===== config.mk =====
export PLATFORM = sky130hd
export DESIGN_NAME = alu_seq_param
export DESIGN_NICKNAME = d
export VERILOG_FILES = /design/src/rtl/alu_seq_param.sv
export SDC_FILE = /design/constraint.sdc
export NUM_CORES = 1
export LEC_CHECK = 0
export BUFFER_PORTS_ARGS = -buffer_cell sky130_fd_sc_hd__clkbuf_2
export CAP_MARGIN = 20
export CORE_ASPECT_RATIO = 1.75
export CORE_MARGIN = 2
export CORE_UTILIZATION = 35
export CTS_CLUSTER_DIAMETER = 80
export DETAILED_ROUTE_END_ITERATION = 8
export GPL_ROUTABILITY_DRIVEN = 0
export PLACE_DENSITY = 0.52
export SLEW_MARGIN = 20
export SYNTH_ARGS = -nofsm -noshare
export SYNTH_HDL_FRONTEND = slang
export SYNTH_SLANG_ARGS = --single-unit

===== constraint.sdc =====
create_clock -name clk -period 5.8 [get_ports clk]
set_input_delay 1.16 -clock clk [delete_from_list [all_inputs] [get_ports clk]]
set_output_delay 1.16 -clock clk [all_outputs]
set_load 0.05 [all_outputs]

===== src/rtl/alu_seq_param.sv =====
// Clocked ALU with valid/ready handshakes on both sides and an iterative shift-add
// multiplier for MUL/SQR. Results and flags are registered and held until accepted.
module alu_seq_param #(
   parameter int DATA_WIDTH = 8,
   parameter int N          = DATA_WIDTH
) (
   input  logic           clk,
   input  logic           rst,
   input  logic           in_valid,
   output logic           in_ready,
   input  logic [N-1:0]   A,
   input  logic [N-1:0]   B,
   input  logic           Cin,
   input  logic           Bin,
   input  logic [2:0]     op,
   output logic           out_valid,
   input  logic           out_ready,
   output logic [2*N-1:0] Y,
   output logic           Cout,
   output logic           Bout,
   output logic           gr,
   output logic           le,
   output logic           eq,
   output logic [1:0]     dbg_state_o
);

   localparam int CW = (N > 1) ? $clog2(N) : 1;

   localparam logic [2:0] OP_ADD = 3'b000;
   localparam logic [2:0] OP_SUB = 3'b001;
   localparam logic [2:0] OP_CMP = 3'b010;
   localparam logic [2:0] OP_SQR = 3'b011;
   localparam logic [2:0] OP_MUL = 3'b100;
   localparam logic [2:0] OP_AND = 3'b101;
   localparam logic [2:0] OP_OR  = 3'b110;
   localparam logic [2:0] OP_XOR = 3'b111;

   typedef enum logic [1:0] {
      S_IDLE = 2'd0,
      S_MUL  = 2'd1,
      S_DONE = 2'd2
   } state_t;

   // Handshake: a transfer happens on a rising edge where valid && ready are both high.
   // in_ready is high only in IDLE; out_valid is high only in DONE, where Y/flags are held.
   state_t           state_q, state_d;
   logic [2*N-1:0]   mcand_q, mcand_d;
   logic [N-1:0]     mplier_q, mplier_d;
   logic [2*N-1:0]   acc_q, acc_d;
   logic [CW-1:0]    cnt_q, cnt_d;
   logic [2*N-1:0]   y_q, y_d;
   logic             cout_q, cout_d;
   logic             bout_q, bout_d;
   logic             gr_q, gr_d;
   logic             le_q, le_d;
   logic             eq_q, eq_d;

   logic [N:0]       add_w;
   logic [N:0]       sub_rhs_w;
   logic [N-1:0]     diff_w;
   logic             bout_w;
   logic             gr_w, le_w, eq_w;
   logic [2*N-1:0]   acc_sum_w;

   assign add_w     = {1'b0, A} + {1'b0, B} + {{N{1'b0}}, Cin};
   assign sub_rhs_w = {1'b0, B} + {{N{1'b0}}, Bin};
   assign diff_w    = A - B - {{(N-1){1'b0}}, Bin};
   assign bout_w    = ({1'b0, A} < sub_rhs_w);
   assign gr_w      = (A > B);
   assign le_w      = (A < B);
   assign eq_w      = (A == B);
   // mcand_q is shifted left once per iteration, so it always equals multiplicand<<cnt.
   assign acc_sum_w = mplier_q[0] ? (acc_q + mcand_q) : acc_q;

   always_comb begin
      state_d  = state_q;
      mcand_d  = mcand_q;
      mplier_d = mplier_q;
      acc_d    = acc_q;
      cnt_d    = cnt_q;
      y_d      = y_q;
      cout_d   = cout_q;
      bout_d   = bout_q;
      gr_d     = gr_q;
      le_d     = le_q;
      eq_d     = eq_q;
      case (state_q)
         S_IDLE: begin
            if (in_valid) begin
               gr_d    = gr_w;
               le_d    = le_w;
               eq_d    = eq_w;
               cout_d  = 1'b0;
               bout_d  = 1'b0;
               state_d = S_DONE;
               case (op)
                  OP_ADD: begin
                     y_d    = {{N{1'b0}}, add_w[N-1:0]};
                     cout_d = add_w[N];
                  end
                  OP_SUB: begin
                     y_d    = {{N{1'b0}}, diff_w};
                     bout_d = bout_w;
                  end
                  OP_CMP: y_d = {{(2*N-3){1'b0}}, gr_w, le_w, eq_w};
                  OP_AND: y_d = {{N{1'b0}}, A & B};
                  OP_OR:  y_d = {{N{1'b0}}, A | B};
                  OP_XOR: y_d = {{N{1'b0}}, A ^ B};
                  default: begin
                     mcand_d  = {{N{1'b0}}, A};
                     mplier_d = (op == OP_SQR) ? A : B;
                     acc_d    = '0;
                     cnt_d    = '0;
                     state_d  = S_MUL;
                  end
               endcase
            end
         end
         S_MUL: begin
            acc_d    = acc_sum_w;
            mcand_d  = mcand_q << 1;
            mplier_d = mplier_q >> 1;
            cnt_d    = cnt_q + CW'(1);
            if (cnt_q == CW'(N-1)) begin
               y_d     = acc_sum_w;
               cnt_d   = '0;
               state_d = S_DONE;
            end
         end
         S_DONE: begin
            if (out_ready) state_d = S_IDLE;
         end
         default: state_d = S_IDLE;
      endcase
   end

   always_ff @(posedge clk or posedge rst) begin
      if (rst) begin
         state_q  <= S_IDLE;
         mcand_q  <= '0;
         mplier_q <= '0;
         acc_q    <= '0;
         cnt_q    <= '0;
         y_q      <= '0;
         cout_q   <= 1'b0;
         bout_q   <= 1'b0;
         gr_q     <= 1'b0;
         le_q     <= 1'b0;
         eq_q     <= 1'b0;
      end else begin
         state_q  <= state_d;
         mcand_q  <= mcand_d;
         mplier_q <= mplier_d;
         acc_q    <= acc_d;
         cnt_q    <= cnt_d;
         y_q      <= y_d;
         cout_q   <= cout_d;
         bout_q   <= bout_d;
         gr_q     <= gr_d;
         le_q     <= le_d;
         eq_q     <= eq_d;
      end
   end

   assign in_ready    = (state_q == S_IDLE);
   assign out_valid   = (state_q == S_DONE);
   assign Y           = y_q;
   assign Cout        = cout_q;
   assign Bout        = bout_q;
   assign gr          = gr_q;
   assign le          = le_q;
   assign eq          = eq_q;
   assign dbg_state_o = state_q;

endmodule


==> results of run 1 <==
-- per-stage QoR --
| step | utilization [%] | std cells | power (uW) | hold slack [ps] |
|---|---|---|---|---|
| 4_1_cts | 40.17 | 861 | 2689 | 485.7 |
| 5_1_grt | 40.17 | 861 | 2870 | 513.6 |
| 2_1_floorplan | - | 638 | 1763 | 449.2 |
| 3_5_place_dp | 38.14 | 845 | 2112 | 471.6 |
| 6_report | 40.17 | 861 | 2658 | 478.0 |
| 3_3_place_gp | 38.14 | 845 | 2091 | 466.1 |
-- flip-flops by register name, summed over array words and instances (netlist names) --
signal / flops
Y: 16
mcand_q: 16
acc_q: 16
gr: 1
Bout: 1
le: 1
cnt_q: 3
mplier_q: 8
Cout: 1
eq: 1
dbg_state_o: 2
-- cells in the final DEF, fill, tap and decap left out, types with 3 or more instances in the layout --
cell type	synthesis	layout
xor2_1	7	7
and3_1	5	5
a31oi_1	5	5
mux2_2	3	3
nor3b_1	4	4
o31ai_1	13	13
nand3b_1	3	3
buf_4	1	4
o21ai_0	42	42
o21a_1	7	7
nor2_1	58	58
a211oi_1	14	14
nor3_1	9	9
fa_1	5	5
clkbuf_16	0	9
a21o_1	8	8
dfrtp_1	66	66
clkbuf_2	0	49
a22oi_1	3	3
nand2_1	64	64
a22o_1	20	20
or3_1	4	4
o211ai_1	10	10
a32oi_1	5	5
nand3_1	12	12
a221o_1	3	3
inv_1	41	40
nor2b_1	6	5
nor4_1	5	5
mux2i_1	12	12
a21oi_1	47	47
xnor2_1	22	22
ha_1	64	64
o21bai_1	5	5
-- logic make-up after synthesis --
group | after synthesis | synth area share (%)
mux | 15 | 2.815
compound gates | 202 | 24.83
xor+xnor | 29 | 4.645
flops | 66 | 30.21
buf+inv | 73 | 5.423
simple gates | 184 | 15.61
fa+ha+maj | 69 | 16.48
-- how the worst min path moves through the flow --
stage	startpoint	endpoint
3_5_place_dp	mplier_q[6]$_DFFE_PP0P_	mplier_q[6]$_DFFE_PP0P_
3_3_place_gp	mplier_q[6]$_DFFE_PP0P_	mplier_q[6]$_DFFE_PP0P_
5_1_grt	Y[12]$_DFFE_PP0P_	Y[12]$_DFFE_PP0P_
6_report	mplier_q[6]$_DFFE_PP0P_	mplier_q[6]$_DFFE_PP0P_
2_1_floorplan	mplier_q[1]$_DFFE_PP0P_	mplier_q[1]$_DFFE_PP0P_
4_1_cts	mplier_q[6]$_DFFE_PP0P_	mplier_q[6]$_DFFE_PP0P_
-- metal layers --
layer / vias to the layer above / share of wire, % / GRT usage (%)
li1: 2349 / - / -
met3: 38 / 2.4 / 2.183
met5: - / 0 / 0
met2: 97 / 55 / 36.91
met4: 0 / 5.0 / 10.18
met1: 2302 / 38 / 20.45
-- final cells by class --
cell class | instances | share of cell area [%]
Multi-Input combinational cell | 499 | 57.33
Sequential cell | 66 | 26.85
Timing Repair Buffer | 53 | 4.474
Clock buffer | 10 | 3.884
Tap cell | 186 | 3.783
Inverter | 41 | 2.502
Clock inverter | 6 | 1.180
-- critical path: stages --
cell and delay, ps:
clkbuf_2 130, inv_1 120, fa_1 450, ha_1 310, a211oi_1 400, o211ai_1 200, nor4_1 240, a31oi_1 70
o2111ai_1 120, o221a_2 220
-- power by group --
part	total [uW]	switching [uW]	internal, uW
sequential	803	177	626
clock	565	215	350
combinational	1290	843	447
==> out/qor.txt, run 1 <==
Outcome = complete, no violations
Final count of pins violating max slew = 0
Max Fclk = 317.3 MHz
Hold Path Cell Cnt = 2
Initial antenna violation count = 0
Synth Instances = 638
Tcrit/Tclk final = 54.34%
RSZ-0062 raised after global routing = false
Largest net degree at the start of global routing = 67
Top cells by area, synth = dfrtp_1, ha_1, nand2_1
DRT iter0 DRCs = 222
Vias in the first global route = 4891
HPWL Detailed = 12250 um
Area taken by multi-input logic gates = 3527 um2
Worst Reg-to-Reg Cells = 7
Post-synth cell types = 62
Setup violators final = 0
R2R Path Start = mcand_q[1]$_DFFE_PP0P_
Fill count = 1605
Fraction of layout cells with a size suffix above 1 = 12.15%
# Max-Cap Violations = 0
Starting density of the core = 35.70%
Setup crit end = Y[7]$_DFFE_PP0P_
1st-pass router iterations = 4
VDD IR max = 145.5 uV
Via density = 5.559
Slew margin rel. = 42.86%
List of most frequent post-synthesis cells = dfrtp_1, ha_1, nand2_1, nor2_1, a21oi_1
Power Density = 432.1 nW/um2
Drt drc = 0
Total gr overflow = 0
Synth Net Count = 732
Post-route setup TNS = 0 ps
Root buffer cell = clkbuf_16
Worst-path clk slew = 60 ps
Crit path time final = 3151 ps
EDFF count, synth = 0
Mean area per synthesized cell = 8.570 um2
Crit end category = flop
Ys async rst share = 100.0%
Diodes inserted = 0
Worst R2R End = acc_q[15]$_DFFE_PP0P_
Die Ht = 169.3 um
Post-cts resize count = 0
CP Launch Point = B[0]
Crit path DAT = 3420 ps
Startpoint Class = input port
Total die area = 16680 um2
Total Wirelength = 15610 um
Design Area, Final = 6152 um2
Hold bufs inserted after CTS = 0
Seq cells post-synth = 66
PnR worst setup slack = 2649 ps
YS warnings = 0
Detail Route Antenna Nets = 0
DP Area = 5841 um2
Register area share after synthesis = 30.21%
Area Growth Syn to Fin = 12.52%
Most common cell in the netlist = dfrtp_1
Worst Hold Class = flop to flop
Reg-to-reg setup timing slack = 3140 ps
Die Wd = 98.48 um
CTS sink count = 66
Post-CTS Setup Bufs = 0
Cts bufs inserted = 9
Synth area leader = dfrtp_1
Worst-path maximum fanout = 5
Port bufs = 49
Via count = 4786
CTS tree = yes
First-pass GRT wire length = 25490 um
Longest Clk Path Bufs = 2
Final hold viol count = 0
Lkg Pwr = 0.002915 uW
CTS H-Tree Depth = 3
WL/cell = 18.13 um
Core ar. = 15310 um2
Worst Tran Pin Value = 857.0 ps
Net count, final = 764
Row count = 60
Post-synth top area share = 30.21%
CP Class = input port to flop
Mapped cell area = 5468 um2
Setup slack at placement = 2309 ps
Total global-route track usage = 19.37%
Most used flip-flop cell after synthesis = dfrtp_1
IO Count = 50
Register area = 1652 um2
CP required = 6070 ps
Final Skew = 7.403 ps
Worst-skew pair later-pin latency = 330 ps
(Power assumes the default switching activity.)
==> run 2: changes to the inputs <==
--- a/config.mk
+++ b/config.mk
@@ -5,6 +5,7 @@
 export SDC_FILE = /design/constraint.sdc
 export NUM_CORES = 1
 export LEC_CHECK = 0
+export ABC_AREA = 1
 export BUFFER_PORTS_ARGS = -buffer_cell sky130_fd_sc_hd__clkbuf_2
 export CAP_MARGIN = 20
 export CORE_ASPECT_RATIO = 1.75
@@ -13,7 +14,7 @@
 export CTS_CLUSTER_DIAMETER = 80
 export DETAILED_ROUTE_END_ITERATION = 8
 export GPL_ROUTABILITY_DRIVEN = 0
-export PLACE_DENSITY = 0.52
+export PLACE_DENSITY = 0.54
 export SLEW_MARGIN = 20
 export SYNTH_ARGS = -nofsm -noshare
 export SYNTH_HDL_FRONTEND = slang
==> constraint.sdc (replaced) <==
create_clock -name clk -period 2.6 [get_ports clk]
set_input_delay 0.52 -clock clk [delete_from_list [all_inputs] [get_ports clk]]
set_output_delay 0.52 -clock clk [all_outputs]
set_load 0.05 [all_outputs]
==> out/qor.txt, run 2 <==
CTS H-Tree Depth = 3 (unchanged)
Ys async rst share = 100.0% (unchanged)
Seq cells post-synth = 66 (unchanged)
Most common cell in the netlist = nand2_1
HPWL Detailed = 13930 um (+14%)
Area taken by multi-input logic gates = 3362 um2 (-4.7%)
Post-synth top area share = 29.58% (-0.62 points)
Register area share after synthesis = 29.58% (-0.62 points)
CTS tree = yes
Net count, final = 962 (+26%)
Via count = 5426 (+13%)
Initial antenna violation count = 0 (unchanged)
Row count = 61 (+1.7%)
Most used flip-flop cell after synthesis = dfrtp_1
CP Launch Point = mcand_q[0]$_DFFE_PP0P_
Port bufs = 49 (unchanged)
EDFF count, synth = 0 (unchanged)
CP Class = flop to flop
Crit path time final = 2182 ps
Mean area per synthesized cell = 6.952 um2 (-19%)
YS warnings = 0 (unchanged)
RSZ-0062 raised after global routing = false
Total global-route track usage = 21.14% (+1.8 points)
Register area = 1652 um2 (unchanged)
Worst Hold Class = input port to asynchronous set/reset pin
Detail Route Antenna Nets = 0 (unchanged)
Slew margin rel. = 58.15% (+15 points)
Worst Tran Pin Value = 626.8 ps (-230.2 ps)
Worst Reg-to-Reg Cells = 12 (+5)
Final hold viol count = 0 (unchanged)
Fraction of layout cells with a size suffix above 1 = 12.26% (+0.11 points)
Total Wirelength = 17060 um (+9.2%)
Mapped cell area = 5583 um2 (+2.1%)
Post-synth cell types = 36 (-42%)
Post-CTS Setup Bufs = 0 (unchanged)
Worst-skew pair later-pin latency = 340 ps (about the same)
DRT iter0 DRCs = 269 (+21%)
GR met2 Demand/Resource = 42.16% (+5.2 points)
Worst-path maximum fanout = 4 (-1)
IO Count = 50 (unchanged)
Worst R2R End = Y[8]$_DFFE_PP0P_
Lkg Pwr = 0.003441 uW (+18%)
Largest net degree at the start of global routing = 40 (-40%)
CP required = 2830 ps (-3240 ps)
First-pass GRT wire length = 27880 um (+9.4%)
Total die area = 17020 um2 (+2.0%)
Setup violators final = 0 (unchanged)
Post-cts resize count = 0 (unchanged)
Post-route setup TNS = 0 ps (unchanged)
List of most frequent post-synthesis cells = nand2_1, inv_1, nand3_1, dfrtp_1, ha_1
Total gr overflow = 0 (unchanged)
Starting density of the core = 35.51% (-0.19 points)
Top cells by area, synth = dfrtp_1, ha_1, nand2_1
GRT met3 Usage = 2.247% (+0.064 points)
Startpoint Class = flop
Max Fclk = 458.2 MHz
R2R Path Start = mcand_q[0]$_DFFE_PP0P_
1st-pass router iterations = 5 (+1)
Final core occ = 41.06% (+0.89 points)
Area Growth Syn to Fin = 15.64%
# Max-Cap Violations = 0 (unchanged)
Power Density = 925.3 nW/um2 (+110%)
Min Hold Slack = 232.6 ps (-245.3 ps)
Crit path DAT = 2410 ps (-1010 ps)
Diodes inserted = 0 (unchanged)
Reg-to-reg setup timing slack = 420 ps (-2720 ps)
CTS sink count = 66 (unchanged)
Via density = 5.109 (-8.1%)
Worst-path clk slew = 60 ps (about the same)
Cts bufs inserted = 9 (unchanged)
Drt drc = 0 (unchanged)
Root buffer cell = clkbuf_16
Most Crowded Layer GR = met2
Commonest non-fill, non-tap cell in the layout = nand2_1
Longest Clk Path Bufs = 2 (unchanged)
Core ar. = 15720 um2 (+2.7%)
Final count of pins violating max slew = 0 (unchanged)
Crit end category = flop
Hold bufs inserted after CTS = 0 (unchanged)
Final Skew = 12.69 ps (+5.286 ps)
VDD IR max = 328.4 uV (+130%)
M1 GR Usage = 20.29% (-0.16 points)
Synth Instances = 803 (+26%)
Fill count = 1714 (+6.8%)
Most frequent cells in the layout = nand2_1, inv_1, nand3_1
Synth Net Count = 897 (+23%)
Die Wd = 99.47 um (+1.0%)
Synth area leader = dfrtp_1
WL/cell = 16.06 um (-11%)
Tcrit/Tclk final = 83.94%
Die Ht = 171.1 um (+1.0%)
Vias in the first global route = 5554 (+14%)
Outcome = complete, no violations
[run 2: layer usage]
layer	vias up	routed length (um)
met4	0	914
met1	2528	6040
li1	2762	-
met3	43	353
met5	-	0
met2	93	9748
[run 2: worst max-delay path by stage]
stage                       end  slack (ps)  cells past startpoint
2_1_floorplan  Y[4]$_DFFE_PP0P_         320                     11
3_3_place_gp   Y[4]$_DFFE_PP0P_         120                     12
3_5_place_dp   Bout$_DFFE_PP0P_          80                     12
4_1_cts        Y[8]$_DFFE_PP0P_         420                     12
5_1_grt        Y[3]$_DFFE_PP0P_         200                     12
6_report       Y[8]$_DFFE_PP0P_         420                     12
[run 2: power breakdown]
part | internal (uW) | total [uW] | switching [uW]
registers | 1380 | 1650 | 270
clock network | 748 | 1240 | 493
logic | 889 | 3080 | 2190
[run 2: stage by stage]
step / setup WS, ps / total power (uW) / cell area (um2) / std cells
2_1_floorplan: 324.4 / 3934 / 5583 / 803
3_5_place_dp: 84.30 / 4776 / 6153 / 1046
5_1_grt: 199.1 / 6484 / 6456 / 1062
3_3_place_gp: 117.3 / 4750 / 6153 / 1046
6_report: 417.7 / 5974 / 6456 / 1062
4_1_cts: 424.3 / 6035 / 6456 / 1062
[run 2: cell families after synthesis]
| kind of cell | after synthesis | share of synthesized area, % |
|---|---|---|
| xor+xnor | 10 | 1.569 |
| flops | 66 | 29.58 |
| fa+ha+maj | 69 | 16.14 |
| simple gates | 367 | 27.61 |
| compound gates | 151 | 14.90 |
| buf+inv | 140 | 10.20 |
[run 2: final cells by class]
class                           count  share of cell area [%]
Clock inverter                      7                   1.202
Tap cell                          189                   3.663
Inverter                          118                   6.860
Sequential cell                    66                   25.58
Multi-Input combinational cell    597                   52.07
Timing Repair Buffer               76                   7.132
Clock buffer                        9                   3.488
[run 2: critical path: stages, from the launching register on]
cell and delay, ps:
dfrtp_1 390, ha_1 240, fa_1 450, nand3_1 130, nand2_1 100, nand3_1 110
nand2_1 110, nand2_1 100, nand2_1 50, nand2_1 60, nand3_1 90, nand3_1 170
nand2_1 70
